File: src/rtl/instr_fetch_unit.sv
// instr_fetch_unit: instruction fetch front end between the PC and decode.
// Issues single-outstanding word reads on a req/gnt/rvalid bus, buffers the
// returned instructions with their addresses in a DEPTH-entry FIFO, and drives
// the PC control code (00 advance, 01 load pc_jump, 10 hold).
// Optional feature: define FETCH_PERF_EN to add the saturating perf_stall and
// perf_flush counter outputs.
module instr_fetch_unit #(
  parameter int DEPTH = 4,
  parameter int AW    = 32
) (
  input  logic          clk,
  input  logic          RST,
  input  logic [AW-1:0] IADDR,
  output logic [1:0]    pc_ctrl,
  output logic [AW-1:0] pc_jump,
  input  logic          redirect,
  input  logic [AW-1:0] redirect_addr,
  output logic          mem_req,
  output logic [AW-1:0] mem_addr,
  input  logic          mem_gnt,
  input  logic          mem_rvalid,
  input  logic [31:0]   mem_rdata,
  output logic          instr_valid,
  output logic [31:0]   instr_data,
  output logic [AW-1:0] instr_addr,
`ifdef FETCH_PERF_EN
  output logic [31:0]   perf_stall,
  output logic [31:0]   perf_flush,
`endif
  input  logic          instr_ready
);

  localparam int PW = (DEPTH > 1) ? $clog2(DEPTH) : 1;
  localparam int CW = PW + 1;
  localparam logic [CW-1:0] DEPTH_C = CW'(DEPTH);

  typedef enum logic [1:0] {
    FETCH    = 2'b00,
    WAIT_RSP = 2'b01,
    FLUSH    = 2'b10
  } state_t;

  state_t        state_r;
  state_t        state_s;
  logic [AW-1:0] req_addr_r;
  logic [PW-1:0] wr_ptr_r;
  logic [PW-1:0] rd_ptr_r;
  logic [CW-1:0] count_r;
  logic [31:0]   data_mem_r [DEPTH];
  logic [AW-1:0] addr_mem_r [DEPTH];

  logic          full_s;
  logic          mem_req_s;
  logic [1:0]    pc_ctrl_s;
  logic          push_s;
  logic          pop_s;
  logic          issue_s;

  assign full_s = (count_r == DEPTH_C);
  assign pop_s  = (count_r != {CW{1'b0}}) && instr_ready && !redirect;

  // Next-state, request and PC-control decode; redirect overrides everything.
  always_comb begin
    state_s   = state_r;
    mem_req_s = 1'b0;
    pc_ctrl_s = 2'b10;
    push_s    = 1'b0;
    issue_s   = 1'b0;
    case (state_r)
      FETCH: begin
        mem_req_s = !redirect && !full_s;
        if (mem_req_s && mem_gnt) begin
          pc_ctrl_s = 2'b00;
          issue_s   = 1'b1;
          state_s   = WAIT_RSP;
        end else begin
          pc_ctrl_s = 2'b10;
        end
      end
      WAIT_RSP: begin
        if (mem_rvalid) begin
          push_s  = !redirect;
          state_s = FETCH;
        end else if (redirect) begin
          state_s = FLUSH;
        end else begin
          state_s = WAIT_RSP;
        end
      end
      FLUSH: begin
        // The stale response is dropped; a redirect arriving together with it
        // still returns to FETCH since no further response will follow.
        if (mem_rvalid) begin
          state_s = FETCH;
        end else begin
          state_s = FLUSH;
        end
      end
      default: begin
        state_s = FETCH;
      end
    endcase
    if (redirect) begin
      pc_ctrl_s = 2'b01;
      mem_req_s = 1'b0;
      issue_s   = 1'b0;
    end else begin
      pc_ctrl_s = pc_ctrl_s;
    end
  end

  // Outputs toward PC and memory are held inactive while reset is asserted.
  assign mem_req  = RST & mem_req_s;
  assign pc_ctrl  = RST ? pc_ctrl_s : 2'b10;
  assign pc_jump  = RST ? redirect_addr : {AW{1'b0}};
  assign mem_addr = IADDR;

  assign instr_valid = (count_r != {CW{1'b0}});
  assign instr_data  = data_mem_r[rd_ptr_r];
  assign instr_addr  = addr_mem_r[rd_ptr_r];

  // FSM state register.
  always_ff @(posedge clk or negedge RST) begin
    if (!RST) begin
      state_r <= FETCH;
    end else begin
      state_r <= state_s;
    end
  end

  // Address of the request in flight, captured on grant.
  always_ff @(posedge clk or negedge RST) begin
    if (!RST) begin
      req_addr_r <= {AW{1'b0}};
    end else if (issue_s) begin
      req_addr_r <= IADDR;
    end else begin
      req_addr_r <= req_addr_r;
    end
  end

  // FIFO pointers and occupancy; redirect flushes on the same edge.
  always_ff @(posedge clk or negedge RST) begin
    if (!RST) begin
      wr_ptr_r <= {PW{1'b0}};
      rd_ptr_r <= {PW{1'b0}};
      count_r  <= {CW{1'b0}};
    end else if (redirect) begin
      wr_ptr_r <= {PW{1'b0}};
      rd_ptr_r <= {PW{1'b0}};
      count_r  <= {CW{1'b0}};
    end else begin
      if (push_s) begin
        wr_ptr_r <= wr_ptr_r + PW'(1);
      end else begin
        wr_ptr_r <= wr_ptr_r;
      end
      if (pop_s) begin
        rd_ptr_r <= rd_ptr_r + PW'(1);
      end else begin
        rd_ptr_r <= rd_ptr_r;
      end
      case ({push_s, pop_s})
        2'b10:   count_r <= count_r + CW'(1);
        2'b01:   count_r <= count_r - CW'(1);
        default: count_r <= count_r;
      endcase
    end
  end

  // FIFO storage: instruction word and its fetch address.
  always_ff @(posedge clk or negedge RST) begin
    if (!RST) begin
      for (int i = 0; i < DEPTH; i++) begin
        data_mem_r[i] <= 32'h0000_0000;
        addr_mem_r[i] <= {AW{1'b0}};
      end
    end else if (push_s) begin
      data_mem_r[wr_ptr_r] <= mem_rdata;
      addr_mem_r[wr_ptr_r] <= req_addr_r;
    end else begin
      data_mem_r[wr_ptr_r] <= data_mem_r[wr_ptr_r];
      addr_mem_r[wr_ptr_r] <= addr_mem_r[wr_ptr_r];
    end
  end

`ifdef FETCH_PERF_EN
  logic stall_inc_s;
  assign stall_inc_s = ((state_r == FETCH) && mem_req_s && !mem_gnt) || full_s;

  // Saturating count of fetch stall cycles (grant wait or FIFO full).
  always_ff @(posedge clk or negedge RST) begin
    if (!RST) begin
      perf_stall <= 32'h0000_0000;
    end else if (stall_inc_s && (perf_stall != 32'hFFFF_FFFF)) begin
      perf_stall <= perf_stall + 32'd1;
    end else begin
      perf_stall <= perf_stall;
    end
  end

  // Saturating count of redirect pulses.
  always_ff @(posedge clk or negedge RST) begin
    if (!RST) begin
      perf_flush <= 32'h0000_0000;
    end else if (redirect && (perf_flush != 32'hFFFF_FFFF)) begin
      perf_flush <= perf_flush + 32'd1;
    end else begin
      perf_flush <= perf_flush;
    end
  end
`endif

endmodule

File: config.mk
export PLATFORM = sky130hd
export DESIGN_NAME = instr_fetch_unit
export DESIGN_NICKNAME = d
export VERILOG_FILES = /design/src/rtl/instr_fetch_unit.sv
export SDC_FILE = /design/constraint.sdc
export NUM_CORES = 1
export LEC_CHECK = 0
export ABC_CLOCK_PERIOD_IN_PS = 2300
export BUFFER_PORTS_ARGS = -buffer_cell sky130_fd_sc_hd__buf_2
export CAP_MARGIN = 5
export CORE_MARGIN = 2
export CORE_UTILIZATION = 57
export DETAILED_ROUTE_END_ITERATION = 8
export GPL_ROUTABILITY_DRIVEN = 0
export PLACE_DENSITY = 0.88
export SYNTH_ARGS = -nofsm -noshare
export SYNTH_HDL_FRONTEND = slang
export SYNTH_SLANG_ARGS = --single-unit
export TNS_END_PERCENT = 10
File: constraint.sdc
create_clock -name clk -period 2.3 [get_ports clk]
set_input_delay 0.115 -clock clk [delete_from_list [all_inputs] [get_ports clk]]
set_output_delay 0.115 -clock clk [all_outputs]
set_load 0.02 [all_outputs]
==> metrics.md <==
| Metric | Value |
|---|---|
| Max-cap violations | 0 |
| Rows | slightly below 60 |
| Most frequent cells after synthesis | dfrtp_1 (297), nor2_1 (263), a21oi_1 (258) |
| Cell Chain, Critical Path | buf_4 -> mux4_2 -> buf_2 |
| Hold Vio Cnt, Final | 0 |
| Leakage | around 6.8 nW |
| Netlist area before placement | 14800 um^2 |
| Io pins | roughly 230 |
| WS Path Type | reg2out |
| Syn Area/Cell | 11.9 um^2 |
| CTS H-tree depth | 1 |
| FF-to-FF End | addr_mem_r[109]$_DFFE_PN0P_ |
| Detailed-route via count | 11500 |
| Crit. End Element | primary output |
| First-pass GRT wire length | 61000 um |
| Initial Utilization | 0.575 |
| VDD IR max | a little over 1000 uV |
| Final wirelength | 38700 um |
| Die area | approximately 27000 um^2 |
| Setup_tns | 0 ns |
| Reg area | ~7400 um^2 |
| Area delta synth->final | 20.9% |
| Vias in the first global route | 12000 |
| Final nets | between 1500 and 2000 |
| First-pass DRT Iterations | 5 |
| Crit path capture | instr_addr[30] |
| GRT Overall Usage | 0.287 |
| Fmax | approximately 440 MHz |
| Clock buffer depth | 3 |
| Largest net degree at the start of global routing | between 80 and 90 |
| Hold WS | around 0.023 ns |
| Worst-margin pin slew | between 0.5 and 0.6 ns |
| Number of DRC markers in iteration 0 | approximately 1000 |
| CP startpoint kind | flip-flop |
| Fillers | around 1700 |
| Final setup vio count | 0 |
| Post-synth top area share | 0.501 |
| Worst hold-check path type | in2reg |
| Power density cells | 1170 nW/um^2 |
| Critical path origin | rd_ptr_r[1]$_DFFE_PN0P_ |
| Core area | between 20000 and 30000 um^2 |
| Time the worst path needs with I/O delays and setup | 2.25 ns |
| Worst-path clk slew | ~0.06 ns |
| Worst Path Arrival | between 2 and 2.5 ns |
| Total CTS buffers | 31 |
| Initial antenna violation count | 1 |
| Total gr overflow | 0 |
| #FFs+latches synth | between 200 and 300 |
| Netlist cell types | 31 |
| Synth area leaders | dfrtp_1 (50%), mux4_2 (19%), a21oi_1 (8.7%), nor2_1 (6.7%), mux2i_1 (4.4%) |
| Biggest area consumer among synthesized cells | dfrtp_1 |
| DRC errors left | 0 |
| Die X-Extent | between 150 and 200 um |
| Ant diodes | 0 |
| RSZ-0062 raised after global routing | yes |
| Routed WL per cell | roughly 21 um |
| R2r setup slk | roughly 0.14 ns |
| Most common cell in the netlist | dfrtp_1 |
| Register-to-Register Path Depth | 5 |
| Crit share post-route | 0.979 |
| Sink Count | slightly below 300 |
| Die Ht | approximately 170 um |
| CTS tree | built |
| Multi-input logic area | ~6700 um^2 |
| Detailed placement HPWL | about 23000 um |
| Status | finished, final reports clean |
| Syn nets | roughly 1400 |
| Slew headroom | 0.636 |
| Via density | between 6 and 7 |
| Worst path required time | 2.18 ns |
| Crit path largest cell delay | ~0.72 ns |
| Number of flops mapped to enable cells by yosys | 0 |
| Synth Instances | between 1000 and 1500 |
| Port-buffer cells | 233 |
| Share of layout cells above drive strength 1 | 0.320 |
| Worst r2r src | state_r[0]$_DFFE_PN0P_ |
| Sequential area share after synthesis | 0.501 |
| Ys async rst share | 1.00 |
| Ys flop type | dfrtp_1 |
| CP max stage cell | dfrtp_4 |
| Antenna viol nets, final | 0 |
| Worst skew pair latency | between 0.5 and 0.6 ns |
| Syn. warnings | 0 |
| Crit path max fanout | 25 |
| Clk root buf | clkbuf_16 |
| Setup Skew | around 0.02 ns |
| Pwr Total | around 0.021 W |
| Fin. max-slew vios | 0 |
## routing by layer
| layer | wire [um] | track usage |
|---|---|---|
| met5 | 13 | 0 |
| met4 | 1360 | 0.119 |
| met3 | 2780 | 0.0432 |
| met2 | 20100 | 0.493 |
| met1 | 14500 | 0.369 |
## power breakdown
group          switching, W  total (W)  internal [W]
Sequential          0.00140    0.00833       0.00693
Combinational       0.00429    0.00803       0.00374
Clock               0.00200    0.00463       0.00264
## timing repair
item                                    in CTS  in global routing
setup buffers                                2                  0
endpoints found under the hold margin      194                  0
resized for setup                            2                  5
endpoints found under the setup margin      56                  3
hold buffers                                66                  0
## critical path: cells and delay by family, from the launching register on
family / cells / cell delay [ns]
buffers and inverters: 2 / 0.49
flip-flops: 1 / 0.72
multiplexers: 1 / 0.37
## state kept, by name (all words and copies together), names as in the netlist
register    cells
addr_mem_r    128
count_r         3
data_mem_r    128
rd_ptr_r        2
req_addr_r     32
state_r         2
wr_ptr_r        2
## stage by stage
step | util | instances | setup slack, ns | area, um^2
6_report | 0.696 | 1837 | 0.0481 | 17900
5_1_grt | 0.696 | 1837 | -0.000604 | 17900
4_1_cts | 0.695 | 1837 | 0.0259 | 17900
3_5_place_dp | 0.632 | 1716 | 0.171 | 16300
3_3_place_gp | 0.632 | 1716 | 0.418 | 16300
2_1_floorplan | - | 1245 | 0.418 | 14800
## logic make-up after synthesis
| group | count (synthesis) | synth area share |
|---|---|---|
| AOI/OAI and AO/OA | 267 | 0.0920 |
| DFF | 297 | 0.501 |
| muxes | 225 | 0.263 |
| buffers and inverters | 136 | 0.0501 |
| xor gates and xnor gates | 4 | 0.00236 |
| and+or+nand+nor | 311 | 0.0866 |
| adders and majority gates | 5 | 0.00473 |
## layout make-up
class                           count  share of cell area
Multi-Input combinational cell    812               0.375
Clock buffer                       48              0.0496
Clock inverter                      5             0.00196
Inverter                            5             0.00105
Timing Repair Buffer              335               0.133
Tap cell                          335              0.0234
Sequential cell                   297               0.416
## cell usage in the layout, fill, tap and decap left out, drive strengths merged, types with 32 or more instances in the layout
| master | instances |
|---|---|
| dfrtp | 297 |
| buf | 269 |
| nor2 | 263 |
| a21oi | 258 |
| mux4 | 128 |
| dlygate4sd3 | 66 |
| mux2i | 65 |
| clkbuf | 48 |
| and2 | 34 |
| mux2 | 32 |
## worst min path at each step
stage | slack, ns | cells past startpoint | start | endpoint
3_3_place_gp | 0.1 | 1 | RST | addr_mem_r[40]$_DFFE_PN0P_
5_1_grt | 0.02 | 3 | mem_rdata[28] | data_mem_r[92]$_DFFE_PN0P_
3_5_place_dp | 0.1 | 1 | RST | addr_mem_r[104]$_DFFE_PN0P_
4_1_cts | 0.005 | 3 | mem_rdata[23] | data_mem_r[87]$_DFFE_PN0P_
2_1_floorplan | -0.18 | 0 | RST | addr_mem_r[0]$_DFFE_PN0P_
6_report | 0.02 | 3 | mem_rdata[28] | data_mem_r[92]$_DFFE_PN0P_
(Power assumes the default switching activity.)
